--- config.mk ---
export PLATFORM = sky130hd
export DESIGN_NAME = rst_done_mon
export DESIGN_NICKNAME = d
export VERILOG_FILES = /design/src/rtl/rst_done_mon.sv
export SDC_FILE = /design/constraint.sdc
export NUM_CORES = 1
export LEC_CHECK = 0
export ABC_CLOCK_PERIOD_IN_PS = 2240
export CORE_ASPECT_RATIO = 0.8
export CORE_MARGIN = 5
export CORE_UTILIZATION = 45
export DETAILED_ROUTE_END_ITERATION = 12
export GPL_ROUTABILITY_DRIVEN = 0
export PLACE_DENSITY = 0.63
export SYNTH_ARGS = -nofsm -noshare
export SYNTH_HDL_FRONTEND = slang
export SYNTH_SLANG_ARGS = --single-unit
--- constraint.sdc ---
create_clock -name src_clk -period 2.24 [get_ports src_clk]
set_input_delay 0.672 -clock src_clk [delete_from_list [all_inputs] [get_ports src_clk]]
set_output_delay 0.672 -clock src_clk [all_outputs]
set_load 0.01 [all_outputs]
--- src/rtl/rst_done_mon.sv ---
// Qualifies sys/mac/phy reset release and init-done, then declares ready or issues bounded re-reset requests.
// Inputs pass a 2-cycle synchronizer before any decision; no backpressure. RST_DONE_MON_STATUS_EN adds o_dom_fail.
module rst_done_mon #(
  parameter int TIMEOUT_W  = 16,
  parameter int STABLE_CYC = 8,
  parameter int REQ_CYC    = 16,
  parameter int MAX_RETRY  = 3
) (
  input  logic       src_clk,
  input  logic       arstn,
  input  logic       i_rstn_sys,
  input  logic       i_rstn_mac,
  input  logic       i_rstn_phy,
  input  logic       i_done_sys,
  input  logic       i_done_mac,
  input  logic       i_done_phy,
  output logic       o_sys_ready,
  output logic       o_rst_req,
  output logic       o_err_lock,
  output logic [3:0] o_retry_cnt
`ifdef RST_DONE_MON_STATUS_EN
  ,
  output logic [2:0] o_dom_fail
`endif
);

  typedef enum logic [2:0] {
    ST_WAIT_RST,
    ST_WAIT_DONE,
    ST_STABLE,
    ST_READY,
    ST_FAULT,
    ST_LOCK
  } state_t;

  localparam logic [TIMEOUT_W-1:0] TMO_LAST  = {{(TIMEOUT_W-1){1'b1}}, 1'b0};
  localparam logic [7:0]           STB_LAST  = 8'(STABLE_CYC - 1);
  localparam logic [7:0]           REQ_LAST  = 8'(REQ_CYC - 1);
  localparam logic [3:0]           RETRY_MAX = 4'(MAX_RETRY);

  logic [5:0]           w_async_in;
  logic [5:0]           r_sync1;
  logic [5:0]           r_sync2;
  logic                 w_rstn_all;
  logic                 w_done_all;

  state_t               r_state;
  state_t               w_state_nxt;
  logic [TIMEOUT_W-1:0] r_tmo_cnt;
  logic [TIMEOUT_W-1:0] w_tmo_nxt;
  logic [7:0]           r_stb_cnt;
  logic [7:0]           w_stb_nxt;
  logic [7:0]           r_req_cnt;
  logic [7:0]           w_req_nxt;
  logic [3:0]           r_retry_cnt;
  logic [3:0]           w_retry_nxt;
  logic                 w_tmo_hit;
  logic                 w_stb_done;
  logic                 w_fault_evt;

  assign w_async_in = {i_done_phy, i_done_mac, i_done_sys, i_rstn_phy, i_rstn_mac, i_rstn_sys};

  always_ff @(posedge src_clk or negedge arstn) begin
    if (!arstn) begin
      r_sync1 <= '0;
      r_sync2 <= '0;
    end else begin
      r_sync1 <= w_async_in;
      r_sync2 <= r_sync1;
    end
  end

  assign w_rstn_all = &r_sync2[2:0];
  assign w_done_all = &r_sync2[5:3];

  // Both fire on the edge the counter would reach its terminal value.
  assign w_tmo_hit  = (r_tmo_cnt == TMO_LAST);
  assign w_stb_done = w_done_all && (r_stb_cnt == STB_LAST);

  always_comb begin
    w_state_nxt = r_state;
    w_tmo_nxt   = r_tmo_cnt;
    w_stb_nxt   = r_stb_cnt;
    w_req_nxt   = r_req_cnt;
    w_retry_nxt = r_retry_cnt;
    w_fault_evt = 1'b0;
    case (r_state)
      ST_WAIT_RST: begin
        w_tmo_nxt = '0;
        w_stb_nxt = '0;
        if (w_rstn_all) w_state_nxt = ST_WAIT_DONE;
      end
      ST_WAIT_DONE: begin
        w_tmo_nxt = r_tmo_cnt + TIMEOUT_W'(1);
        if (!w_rstn_all) begin
          w_state_nxt = ST_WAIT_RST;
          w_tmo_nxt   = '0;
          w_stb_nxt   = '0;
        end else if (w_done_all) begin
          w_stb_nxt   = 8'd1;
          w_state_nxt = w_stb_done ? ST_READY : ST_STABLE;
        end else if (w_tmo_hit) begin
          w_fault_evt = 1'b1;
        end
      end
      ST_STABLE: begin
        w_tmo_nxt = r_tmo_cnt + TIMEOUT_W'(1);
        if (!w_rstn_all) begin
          w_state_nxt = ST_WAIT_RST;
          w_tmo_nxt   = '0;
          w_stb_nxt   = '0;
        end else if (w_stb_done) begin
          w_state_nxt = ST_READY;
          w_stb_nxt   = '0;
        end else if (w_tmo_hit) begin
          w_fault_evt = 1'b1;
        end else if (!w_done_all) begin
          w_state_nxt = ST_WAIT_DONE;
          w_stb_nxt   = '0;
        end else begin
          w_stb_nxt = r_stb_cnt + 8'd1;
        end
      end
      ST_READY: begin
        if (!w_rstn_all) begin
          w_state_nxt = ST_WAIT_RST;
          w_tmo_nxt   = '0;
          w_stb_nxt   = '0;
        end else if (!w_done_all) begin
          w_state_nxt = ST_WAIT_DONE;
          w_tmo_nxt   = '0;
          w_stb_nxt   = '0;
        end
      end
      ST_FAULT: begin
        w_req_nxt = r_req_cnt + 8'd1;
        if (r_req_cnt == REQ_LAST) begin
          w_state_nxt = ST_WAIT_RST;
          w_req_nxt   = '0;
          w_tmo_nxt   = '0;
          w_stb_nxt   = '0;
        end
      end
      ST_LOCK: begin
        w_state_nxt = ST_LOCK;
      end
      default: begin
        w_state_nxt = ST_WAIT_RST;
      end
    endcase

    // Retry budget is decided at the timeout itself; an exhausted budget never pulses rst_req.
    if (w_fault_evt) begin
      w_tmo_nxt = '0;
      w_stb_nxt = '0;
      w_req_nxt = '0;
      if (r_retry_cnt < RETRY_MAX) begin
        w_state_nxt = ST_FAULT;
        w_retry_nxt = (r_retry_cnt == 4'hF) ? r_retry_cnt : r_retry_cnt + 4'd1;
      end else begin
        w_state_nxt = ST_LOCK;
      end
    end
  end

  always_ff @(posedge src_clk or negedge arstn) begin
    if (!arstn) begin
      r_state     <= ST_WAIT_RST;
      r_tmo_cnt   <= '0;
      r_stb_cnt   <= '0;
      r_req_cnt   <= '0;
      r_retry_cnt <= '0;
    end else begin
      r_state     <= w_state_nxt;
      r_tmo_cnt   <= w_tmo_nxt;
      r_stb_cnt   <= w_stb_nxt;
      r_req_cnt   <= w_req_nxt;
      r_retry_cnt <= w_retry_nxt;
    end
  end

`ifdef RST_DONE_MON_STATUS_EN
  logic [2:0] r_dom_fail;

  always_ff @(posedge src_clk or negedge arstn) begin
    if (!arstn) begin
      r_dom_fail <= '0;
    end else if (w_fault_evt) begin
      r_dom_fail <= ~r_sync2[5:3];
    end
  end

  assign o_dom_fail = r_dom_fail;
`endif

  assign o_sys_ready = (r_state == ST_READY);
  assign o_rst_req   = (r_state == ST_FAULT);
  assign o_err_lock  = (r_state == ST_LOCK);
  assign o_retry_cnt = r_retry_cnt;

endmodule

Word-level counts from Yosys, hierarchy flattened
Index checks and enable logic that the tools add are counted.

word-level totals
  register bits after elaboration = 51
  latch bits = 0
  ROM bits = 0
  memories kept = 0
  RAM bits = 0
  input bits = 8

cells by class
  order comparisons = 1
  equal/unequal tests = 14
  muxes and demuxes = 39
  multiply operators = 0
  reductions and logical operators = 12
  shifts and indexed selects = 0
  add/sub/neg operators = 4
  bitwise logic cells = 1
  div/mod/pow operators = 0

operator list
  cell                                                count
  2-to-1 mux 8 bit                                    13
  2-to-1 mux 16 bit                                   5
  case mux 16 bit (4 select lines)                    1
  case mux 8 bit (5 select lines)                     1
  2-to-1 mux 3 bit                                    10
  case mux 3 bit (6 select lines)                     1
  adder 16 x 1 -> 16 bit, second input constant       1
  adder 8 x 1 -> 8 bit, second input constant         2
  == test 16 bit, second input constant               1
  AND reduction 3 bit                                 4
  == test 8 x 3 -> 1 bit, second input constant       1
  == test 8 x 4 -> 1 bit, second input constant       1
  2-to-1 mux 1 bit                                    7
  == test 3 x 2 -> 1 bit, second input constant       2
  == test 3 bit, second input constant                2
  nonzero test 6 bit                                  1
  != test 5 bit, second input constant                1
  AND reduction 5 bit                                 1
  nonzero test 5 bit                                  1
  adder 4 x 1 -> 4 bit, second input constant         1
  == test 4 bit, second input constant                1
  < comparator 4 x 2 -> 1 bit, second input constant  1
  != test 4 x 3 -> 1 bit, second input constant       1
  != test 4 bit, second input constant                1
  10 further kinds                                    10

Longest topological paths before layout
  depth after elaboration = 7
  depth in mapped cells = 9

Least setup slack after synthesis
No wires, ideal clock.

  kind = flip-flop to flip-flop
  start = register r_stb_cnt[3]
  end = register r_state[2]
  clock period less this slack = 2126 ps
  arrival time = 1995 ps
  data required time = 2109 ps
  setup slack = 114 ps
  stages on the path, launching flop included = 6
  cell sequence = dfrtp_1 > or4_1 > or4_4 > and4_1 > buf_2 > or3_1

on the way
  longest elaborated chain between the ends = 7

RTL lines
  item                                                          line  RTL
  start: declaration                                            51    logic [7:0] r_stb_cnt;
  start signal: assignment                                      176   r_stb_cnt <= w_stb_nxt;
  == test 8 x 3 -> 1 bit *                                      78    assign w_stb_done = w_done_all && (r_stb_cnt == STB_LAST);
  logical AND 1 bit *                                           78
  2-to-1 mux 1 bit                                              112   end else if (w_stb_done) begin
  2-to-1 mux 1 bit                                              108   if (!w_rstn_all) begin
  case mux 1 bit (2 select lines)                               87    case (r_state)
  != test 5 bit (no source line), or another cell as far along  n/a
  AND reduction 4 bit (no source line)                          n/a
  end signal: assignment                                        174   r_state <= w_state_nxt;
  end: declaration                                              47    state_t r_state;

Every way passes the cells marked *; elsewhere a longest branch is shown, timed or not.
A chain may end at the register's enable or synchronous reset.

Worst setup path after layout
Same ends and word-level chain as after synthesis.

==> results.json <==
{
  "status": "complete, no violations",
  "synth-seq-area-share": 0.488,
  "maxSlewViolCount": 0,
  "powerDensity_mw_per_mm2": 605,
  "routed_wl_um": 5420,
  "yosys_warnings": 0,
  "yosysUniqueCellTypes": 52,
  "postSynth.asyncResetShare": 1.00,
  "regToRegStartpoint": "r_stb_cnt[3]$_DFFE_PN0P_",
  "clock_path_buffers": 2,
  "first_iter_violations": 167,
  "postSynthNetCount": 281,
  "yosys.area.top_type": "dfrtp_1",
  "num_antenna_cells": 0,
  "cap_violations": 0,
  "synth.most_common_cell": "dfrtp_1",
  "period_needed_ns": 2.16,
  "antenna_found_initial": 0,
  "vias_per_cell": 5.54,
  "first_global_vias": 2026,
  "ys.flop_type": "dfrtp_1",
  "dpl.hpwl_um": 3860,
  "die_h_um": 78.2,
  "worst_pin_slew_ns": 0.497,
  "worstSkewPairLatency_ns": 0.30,
  "pin_count": 15,
  "die_w_um": 95.3,
  "cp.arrival_ns": 2.34,
  "synthTopCellsByCount": "51 x dfrtp_1, 30 x nand2_1, 25 x nand3_1",
  "setup_tns_ns": 0,
  "synth.top_cell.area_share": 0.488,
  "grt_pass1_wl_um": 9510,
  "synth_cells": 268,
  "placed_area_mm2": 0.00296,
  "grt_use_total": 0.158,
  "crit_path_max_fanout": 6,
  "synth_edf_count": 0,
  "ys_ff_latch": 51,
  "clockRootBuffer": "clkbuf_8",
  "core_mm2": 0.00556,
  "clkSinkCount": 51,
  "setup_viol": 0,
  "grt_start_max_net_pins": 52,
  "dr.pass1.iters": 4,
  "netlist_area_mm2": 0.00262,
  "worstSetupPathType": "register to register",
  "critPathLaunch": "r_stb_cnt[3]$_DFFE_PN0P_",
  "cts_max_level": 2,
  "relSlewSlack": 0.665,
  "p_total_mw": 1.90,
  "vias": 2096,
  "portBuffers": 14,
  "final_area_mm2": 0.00313,
  "grt_overflow": 0,
  "antenna_left": 0,
  "power.leakage_nw": 1.42,
  "placementRows": 24,
  "irDropWorstVdd_mv": 0.333,
  "cp-start-kind": "register",
  "endpoint_kind": "register",
  "syn2layout_area_growth_pct": 19.8,
  "hold_class": "input port to async pin",
  "min_period_over_period": 0.965,
  "worst_slack_ns": 0.0791,
  "timing.fmax_ghz": 0.463,
  "clock_skew_ns": 0.0139,
  "dieArea_mm2": 0.00745,
  "cts_buffers": 5,
  "tritoncts": "yes",
  "synth_area_leaders": "dfrtp_1 49%, nand3_1 4.8%, nand2_1 4.3%",
  "drive_above_1_share": 0.160,
  "syn_area_per_cell_um2": 9.76,
  "initial_core_util": 0.471,
  "clk_pin_slew_ns": 0.10,
  "pre_cts_slack_ns": 0.135,
  "hold_viol": 0,
  "wl_per_cell_um": 14.3,
  "ctsHoldBuffers": 0,
  "route.detailed.drc": 0,
  "final_nets": 312,
  "worst_ep_required_time_ns": 2.42
}
## metal layers
layer / global-route usage / wire, um / share of wire / vias to the layer above
li1: - / - / - / 1057
met1: 0.237 / 2850 / 0.53 / 1000
met2: 0.228 / 2300 / 0.42 / 33
met3: 0.0382 / 211 / 0.039 / 6
met4: 0.0403 / 55 / 0.010 / 0
met5: 0 / 0 / 0 / -
## where the power goes
group	total, mW	switching (mW)	internal [mW]
clock network	0.756	0.310	0.446
registers	0.968	0.0253	0.943
logic	0.172	0.0909	0.0807
## flip-flops by register name, summed over array words and instances, names as in the netlist
signal and flops:
o_retry_cnt 4, r_req_cnt 8, r_state 3, r_stb_cnt 8, r_sync1 6, r_sync2 6
r_tmo_cnt 16
## stage by stage
stage                     utilization  instances  hold WS [ns]
after global routing            0.564        378         0.360
after detailed placement        0.533        369         0.335
after global placement          0.533        369         0.333
after floorplan                     -        268         0.331
final                           0.564        378         0.336
after CTS                       0.560        378         0.353
## layout make-up
type | count | area, um2
clock buffers | 5 | 68.8
clock inverters | 3 | 67.6
fillers | 489 | 2420
inverters | 5 | 18.8
multi-input cells | 197 | 1270
flip-flops and latches | 51 | 1280
well taps | 78 | 97.6
repair buffers | 39 | 332
## repair_timing
action | 4_1_cts | 5_1_grt
resized for setup | 7 | 3
cloned | 0 | 0
buffers inserted | 1 | 0
setup endpoints to repair | 3 | 3
## final timing paths
check / to / slack (ns) / depth (start not counted)
setup / recovery: r_state[2]$_DFFE_PN0P_ / 0.08 / 4
hold / removal: r_tmo_cnt[9]$_DFFE_PN0P_ / 0.34 / 2
setup reg to reg: r_state[2]$_DFFE_PN0P_ / 0.08 / 4
hold reg to reg: r_sync2[1]$_DFF_PN0_ / 0.36 / 0
max in group asynchronous: r_state[2]$_DFFE_PN0P_ / 1.64 / 2
min in group src_clk: r_sync2[1]$_DFF_PN0_ / 0.36 / 0
## logic make-up after synthesis
kind of cell | share of synthesized area
buffers and inverters | 0.0378
AOI/OAI and AO/OA | 0.146
xor gates and xnor gates | 0.0201
and+or+nand+nor | 0.257
muxes | 0.0273
DFF | 0.488
adders and majority gates | 0.0239
## critical path, cell delays in order, from the launching register on
cell and delay (ns):
dfrtp_1 0.39, or4_1 0.56, or4_4 0.48, and4_1 0.25, or3_1 0.36
## cells in the final DEF (no fill, tap or decap), types with 5 or more instances in the layout
master,count
dfrtp_1,49
nand2_1,30
nand3_1,25
buf_4,24
o21ai_0,13
nor2_1,12
a31oi_1,10
clkdlybuf4s50_1,10
and3_1,8
a21oi_1,7
nor3_1,6
mux2i_1,6
xor2_1,5
nand4_1,5
ha_1,5
clkbuf_8,5
Power figures use the tool's default switching activity.
